**src/rtl/zion_rr_grant_sched.sv**
```systemverilog
// zion_rr_grant_sched: round-robin scheduler for one shared downstream resource.
// A grant is held until the resource signals done, the requester withdraws, or
// the hold timeout fires. On release the next winner is registered on the same
// edge, so back-to-back grants have no idle bubble.
module zion_rr_grant_sched #(
  parameter int NUM_REQ  = 8,
  parameter int IDX_W    = $clog2(NUM_REQ),
  parameter int MAX_HOLD = 255,
  parameter int CNT_W    = (MAX_HOLD == 0) ? 1 : $clog2(MAX_HOLD + 1)
) (
  input  logic               clk,
  input  logic               rst_n,
  input  logic [NUM_REQ-1:0] iReq,
  input  logic               iDone,
  output logic               oGntVld,
  output logic [IDX_W-1:0]   oGntIdx,
  output logic [NUM_REQ-1:0] oGnt,
  output logic               oTimeout
);

  typedef enum logic {IDLE, GRANT} state_t;

  // Last hold-counter value before a forced release (unused when MAX_HOLD == 0).
  localparam logic [CNT_W-1:0] HOLD_LAST = CNT_W'((MAX_HOLD == 0) ? 0 : MAX_HOLD - 1);
  // Pointer reset value makes requester 0 the first in line.
  localparam logic [IDX_W-1:0] PTR_RST   = IDX_W'(NUM_REQ - 1);

  state_t             state_reg, state_next;
  logic [IDX_W-1:0]   idx_reg, idx_next;
  logic [IDX_W-1:0]   ptr_reg, ptr_next;
  logic [CNT_W-1:0]   cnt_reg, cnt_next;
  logic               tmo_reg, tmo_next;

  logic               active;
  logic               rel_done, rel_abort, rel_tmo, rel_any;
  logic [NUM_REQ-1:0] req_mask;
  logic [IDX_W-1:0]   search_base;
  logic [2*NUM_REQ-1:0] req_dbl;
  logic [NUM_REQ-1:0] req_rot;
  logic               win_vld;
  logic [IDX_W-1:0]   win_idx;
  int                 win_off;
  int                 win_pos;

  // Release decode: done beats withdrawal, withdrawal beats timeout.
  always_comb begin
    active    = (state_reg == GRANT);
    rel_done  = active && iDone;
    rel_abort = active && !iDone && !iReq[idx_reg];
    rel_tmo   = active && !iDone && iReq[idx_reg] && (MAX_HOLD != 0) && (cnt_reg == HOLD_LAST);
    rel_any   = rel_done || rel_abort || rel_tmo;
  end

  // Rotating priority search starting just after the last-served (or just-released) index.
  always_comb begin
    req_mask = iReq;
    if (rel_any) begin
      req_mask[idx_reg] = 1'b0;
    end
    search_base = rel_any ? idx_reg : ptr_reg;
    req_dbl     = {req_mask, req_mask} >> (int'(search_base) + 1);
    req_rot     = req_dbl[NUM_REQ-1:0];
    win_vld     = 1'b0;
    win_off     = 0;
    for (int i = NUM_REQ - 1; i >= 0; i--) begin
      if (req_rot[i]) begin
        win_vld = 1'b1;
        win_off = i;
      end
    end
    win_pos = int'(search_base) + 1 + win_off;
    if (win_pos >= NUM_REQ) begin
      win_pos = win_pos - NUM_REQ;
    end
    win_idx = IDX_W'(win_pos);
  end

  // State register bank; reset drops any grant immediately.
  always_ff @(posedge clk or negedge rst_n) begin
    if (!rst_n) begin
      state_reg <= IDLE;
      idx_reg   <= '0;
      ptr_reg   <= PTR_RST;
      cnt_reg   <= '0;
      tmo_reg   <= 1'b0;
    end else begin
      state_reg <= state_next;
      idx_reg   <= idx_next;
      ptr_reg   <= ptr_next;
      cnt_reg   <= cnt_next;
      tmo_reg   <= tmo_next;
    end
  end

  // Next-state logic: grant from idle, hold/count, or release with same-edge regrant.
  always_comb begin
    state_next = state_reg;
    idx_next   = idx_reg;
    ptr_next   = ptr_reg;
    cnt_next   = cnt_reg;
    tmo_next   = 1'b0;
    case (state_reg)
      IDLE: begin
        if (win_vld) begin
          state_next = GRANT;
          idx_next   = win_idx;
          cnt_next   = '0;
        end
      end
      GRANT: begin
        if (rel_any) begin
          ptr_next = idx_reg;
          tmo_next = rel_tmo;
          cnt_next = '0;
          if (win_vld) begin
            idx_next = win_idx;
          end else begin
            state_next = IDLE;
          end
        end else if (cnt_reg != HOLD_LAST) begin
          cnt_next = cnt_reg + CNT_W'(1);
        end
      end
      default: state_next = IDLE;
    endcase
  end

  assign oGntVld  = (state_reg == GRANT);
  assign oGntIdx  = idx_reg;
  assign oTimeout = tmo_reg;

  // One-hot grant is the decode of the index, gated by grant-valid.
  for (genvar gi = 0; gi < NUM_REQ; gi++) begin : g_onehot
    assign oGnt[gi] = oGntVld && (idx_reg == IDX_W'(gi));
  end

endmodule
```
**config.mk**
```make
export PLATFORM = sky130hd
export DESIGN_NAME = zion_rr_grant_sched
export DESIGN_NICKNAME = d
export VERILOG_FILES = /design/src/rtl/zion_rr_grant_sched.sv
export SDC_FILE = /design/constraint.sdc
export NUM_CORES = 1
export LEC_CHECK = 0
export CORE_ASPECT_RATIO = 1.25
export CORE_UTILIZATION = 35
export DETAILED_ROUTE_END_ITERATION = 10
export PLACE_DENSITY_LB_ADDON = 0.15
export RECOVER_POWER = 50
export SYNTH_ARGS = -nofsm -noshare
export SYNTH_HDL_FRONTEND = slang
export SYNTH_SLANG_ARGS = --single-unit
```
**constraint.sdc**
```tcl
create_clock -name clk -period 5.1 [get_ports clk]
set_clock_uncertainty 0.1 [all_clocks]
set_input_delay 1.02 -clock clk [delete_from_list [all_inputs] [get_ports clk]]
set_output_delay 1.02 -clock clk [all_outputs]
set_load 0.02 [all_outputs]
```
==> run metrics <==
Flop pwr share=between 10% and 20%; period utilization=between 90% and 100%; Min-Delay Path Class=reg -> reg; # setup viols final=0; Final WS setup=0.245 ns; Critical Path Fanout Max=6; drt drc=0; Synth Instances=193; syn_area_per_cell=between 8 and 9 um^2; Final ANT Viol Nets=0; CP cell instances=clkdlybuf4s50_1 -> mux4_2 -> a2bb2oi_2 -> a31oi_4 -> o21ai_1 -> a22oi_1 -> o21ai_0 -> a2bb2oi_1 -> a21oi_1 -> o21a_1 -> ha_1 -> fa_1 -> xor2_1 -> nand4b_1 -> o221ai_1; clk slew on worst S/H paths=approximately 0.06 ns; FF-to-FF path depth=14; register area share after synthesis=~25%; total track usage=between 20% and 30%; PD cells=around 760 nW/um^2; initial antenna violation count=0; layout cell share with drive strength beyond 1=15.9%; Crit-path slowest cell=a22oi_1; worst hold stages=1; fraction of registers with async set/reset=100%; RR Startpoint=oGntIdx[0]; Net Sw Frac=~49%; Clock Sinks=16; # rows=27; Resize count post-CTS=0; power share of the clock group=7.5%; synth top area cells=dfrtp_1, dfstp_2, mux2_4, nand3_1, mux2i_1; Area Growth Syn to Fin=22.8%; Vias=1672; placed inst area=between 1500 and 2000 um^2; critical path startpoint category=primary input; Synthesized Nets=209; GPL Wtd Cong=approximately 0.84; Initial DRC Count=between 150 and 200; Yosys top cell area share=19.9%; final instance area=about 2000 um^2; die area=between 4000 and 5000 um^2; accumulated negative setup slack=0 ns; nets@finish=between 200 and 250; 1st-pass router iterations=5; Clock Root Buffer=clkbuf_8; postcts setup bufs=0; most used flip-flop cell after synthesis=dfrtp_1; commonest cells in the netlist=nand3_1, nor2_1, dfrtp_1, nand2_1; final hold violations=0; FMAX=between 0.2 and 0.25 GHz; Top Ports=24; grt ovf=0; Worst setup EP type=register; slowest cell delay on critical path=~0.55 ns; P_leak=0.829 nW; R2R Setup Slk=~0.69 ns; vias in the first global route=1633; core area=between 4000 and 5000 um^2; RSZ-0062 raised after global routing=false; hold buffers post-CTS=0; largest net degree at the start of global routing=17; wire per inst=around 17 um; Slew headroom=51.8%; diode count=0; P_sw=roughly 0.00074 W; first-pass GRT wire length=roughly 8.2 mm; CTS tree=done; setup slack at placement=between 0.08 and 0.09 ns; die width=between 60 and 70 um; Synth area leader=dfrtp_1; initial core utilization=a little under two fifths; post-detail-place hpwl=between 3 and 4 mm; Worst R2R End=oGntIdx[2]; post-synthesis cell area=roughly 1600 um^2; P_int=between 0.0007 and 0.0008 W; Max clock buf depth=2; Slew @ Worst Pin=between 0.7 and 0.8 ns; TritonCTS Buffers=3; status=finished clean; Yosys cell types=59; min-delay src=cnt_reg[7]; synthesized flop and latch total=16; Largest register FFs=8; Comb power frac=about three quarters; WP buf/inv=1; maximum capacitance violations=0; crit path time final=a little under 5 ns; Syn. warnings=0; data required time of the worst path=5.12 ns; buffers added on ports=23; Crit Path Class=in -> reg; die height=~78 um; Clk Latency, worst-skew pair=between 0.2 and 0.3 ns; hold endpoint=cnt_reg[7]; H-tree Lvls=1; crit-path leading delay family=compound AO/OA/AOI/OAI gates; VDD IR max=~0.22 mV; final wirelength=~4.7 mm; CP arrival=between 4 and 5 ns; Post-synth EDFFs=0; DR vias/cell=roughly 6.0; fin. max-slew vios=0
-- layer usage --
metal / routed length, um / GRT usage [%] / vias to the layer above
met5: 0 / 0 / -
met4: 130 / 8.37 / 0
met3: 211 / 1.74 / 12
met2: 2450 / 37.5 / 67
met1: 1920 / 25.5 / 808
li1: - / - / 785
-- final cells by class --
cell class | instances | area, um^2
inverters | 8 | 31.3
repair buffers | 31 | 287
multi-input cells | 161 | 1150
clock buffers | 4 | 55.1
fillers | 452 | 2420
well taps | 58 | 72.6
flip-flops and latches | 16 | 404
-- how the worst max path moves through the flow --
stage / start / endpoint / slack, ns / cells past startpoint
after floorplan: iReq[3] / oGntIdx[1] / 0.94 / 13
after global placement: iReq[0] / oGntIdx[2] / 0.22 / 15
after detailed placement: iReq[0] / oGntIdx[2] / 0.09 / 15
after CTS: iReq[0] / oGntIdx[2] / 0.34 / 15
after global routing: iReq[0] / oGntIdx[2] / 0.07 / 15
final: iReq[3] / oGntIdx[2] / 0.24 / 15
-- cells in the final DEF, fill, tap and decap left out, types with 2 or more instances in the layout --
cell type | Yosys | layout
clkdlybuf4s50_1 | 0 | 18
nand3_1 | 15 | 15
nor2_1 | 15 | 15
nand2_1 | 13 | 13
dfrtp_1 | 13 | 13
a21oi_1 | 11 | 11
o21ai_1 | 11 | 11
buf_4 | 0 | 7
inv_1 | 6 | 6
mux2i_1 | 6 | 6
and2_1 | 6 | 6
mux2_4 | 5 | 5
o21ai_0 | 5 | 5
and3_1 | 5 | 5
dlygate4sd3_1 | 0 | 5
nor2b_1 | 4 | 4
nor3_1 | 4 | 4
ha_1 | 4 | 4
clkbuf_8 | 0 | 4
nand4_1 | 3 | 3
o211ai_1 | 3 | 3
nand2b_1 | 3 | 3
o31ai_1 | 3 | 3
dfstp_2 | 3 | 3
mux4_2 | 2 | 2
a21o_1 | 2 | 2
a22oi_1 | 2 | 2
o21a_1 | 2 | 2
a31o_1 | 2 | 2
a31oi_1 | 2 | 2
a311o_1 | 2 | 2
o31a_1 | 2 | 2
a211oi_1 | 2 | 2
o221ai_1 | 2 | 2
xor2_1 | 2 | 2
-- stage by stage --
step                cells  total power (W)  hold WS, ns  utilization, %
finish                278          0.00152        0.391            45.3
global route          278          0.00165        0.424            45.3
CTS                   278          0.00152        0.396            45.3
detailed placement    274          0.00140        0.387            44.1
global placement      274          0.00137        0.380            44.1
floorplan             193          0.00108        0.349               -
-- worst register-to-register path: cells and delay by family (launching register included) --
kind            cells  cell delay [ns]
mux                 1             0.62
simple gates        1             0.14
flops               1             0.71
fa+ha+maj           2             0.58
compound gates      9             1.93
xor+xnor            1             0.19
-- kinds of logic (layout without fill, tap and decap cells) --
| logic type | count (synthesis) | after routing | synth area share (%) |
|---|---|---|---|
| simple gates | 77 | 77 | 25.2 |
| compound gates | 63 | 63 | 28.4 |
| flops | 16 | 16 | 24.8 |
| buf+inv | 16 | 43 | 4.52 |
| mux | 14 | 14 | 11.7 |
| fa+ha+maj | 5 | 5 | 4.29 |
| xor+xnor | 2 | 2 | 1.07 |
-- power by group through the flow --
stage	registers, W	clock network [W]	logic [W]
after floorplan	0.000210	0	0.000870
after global placement	0.000239	0	0.00113
after detailed placement	0.000242	0	0.00116
after CTS	0.000240	0.000117	0.00116
after global routing	0.000249	0.000125	0.00127
final	0.000238	0.000115	0.00117
(Power assumes the default switching activity.)
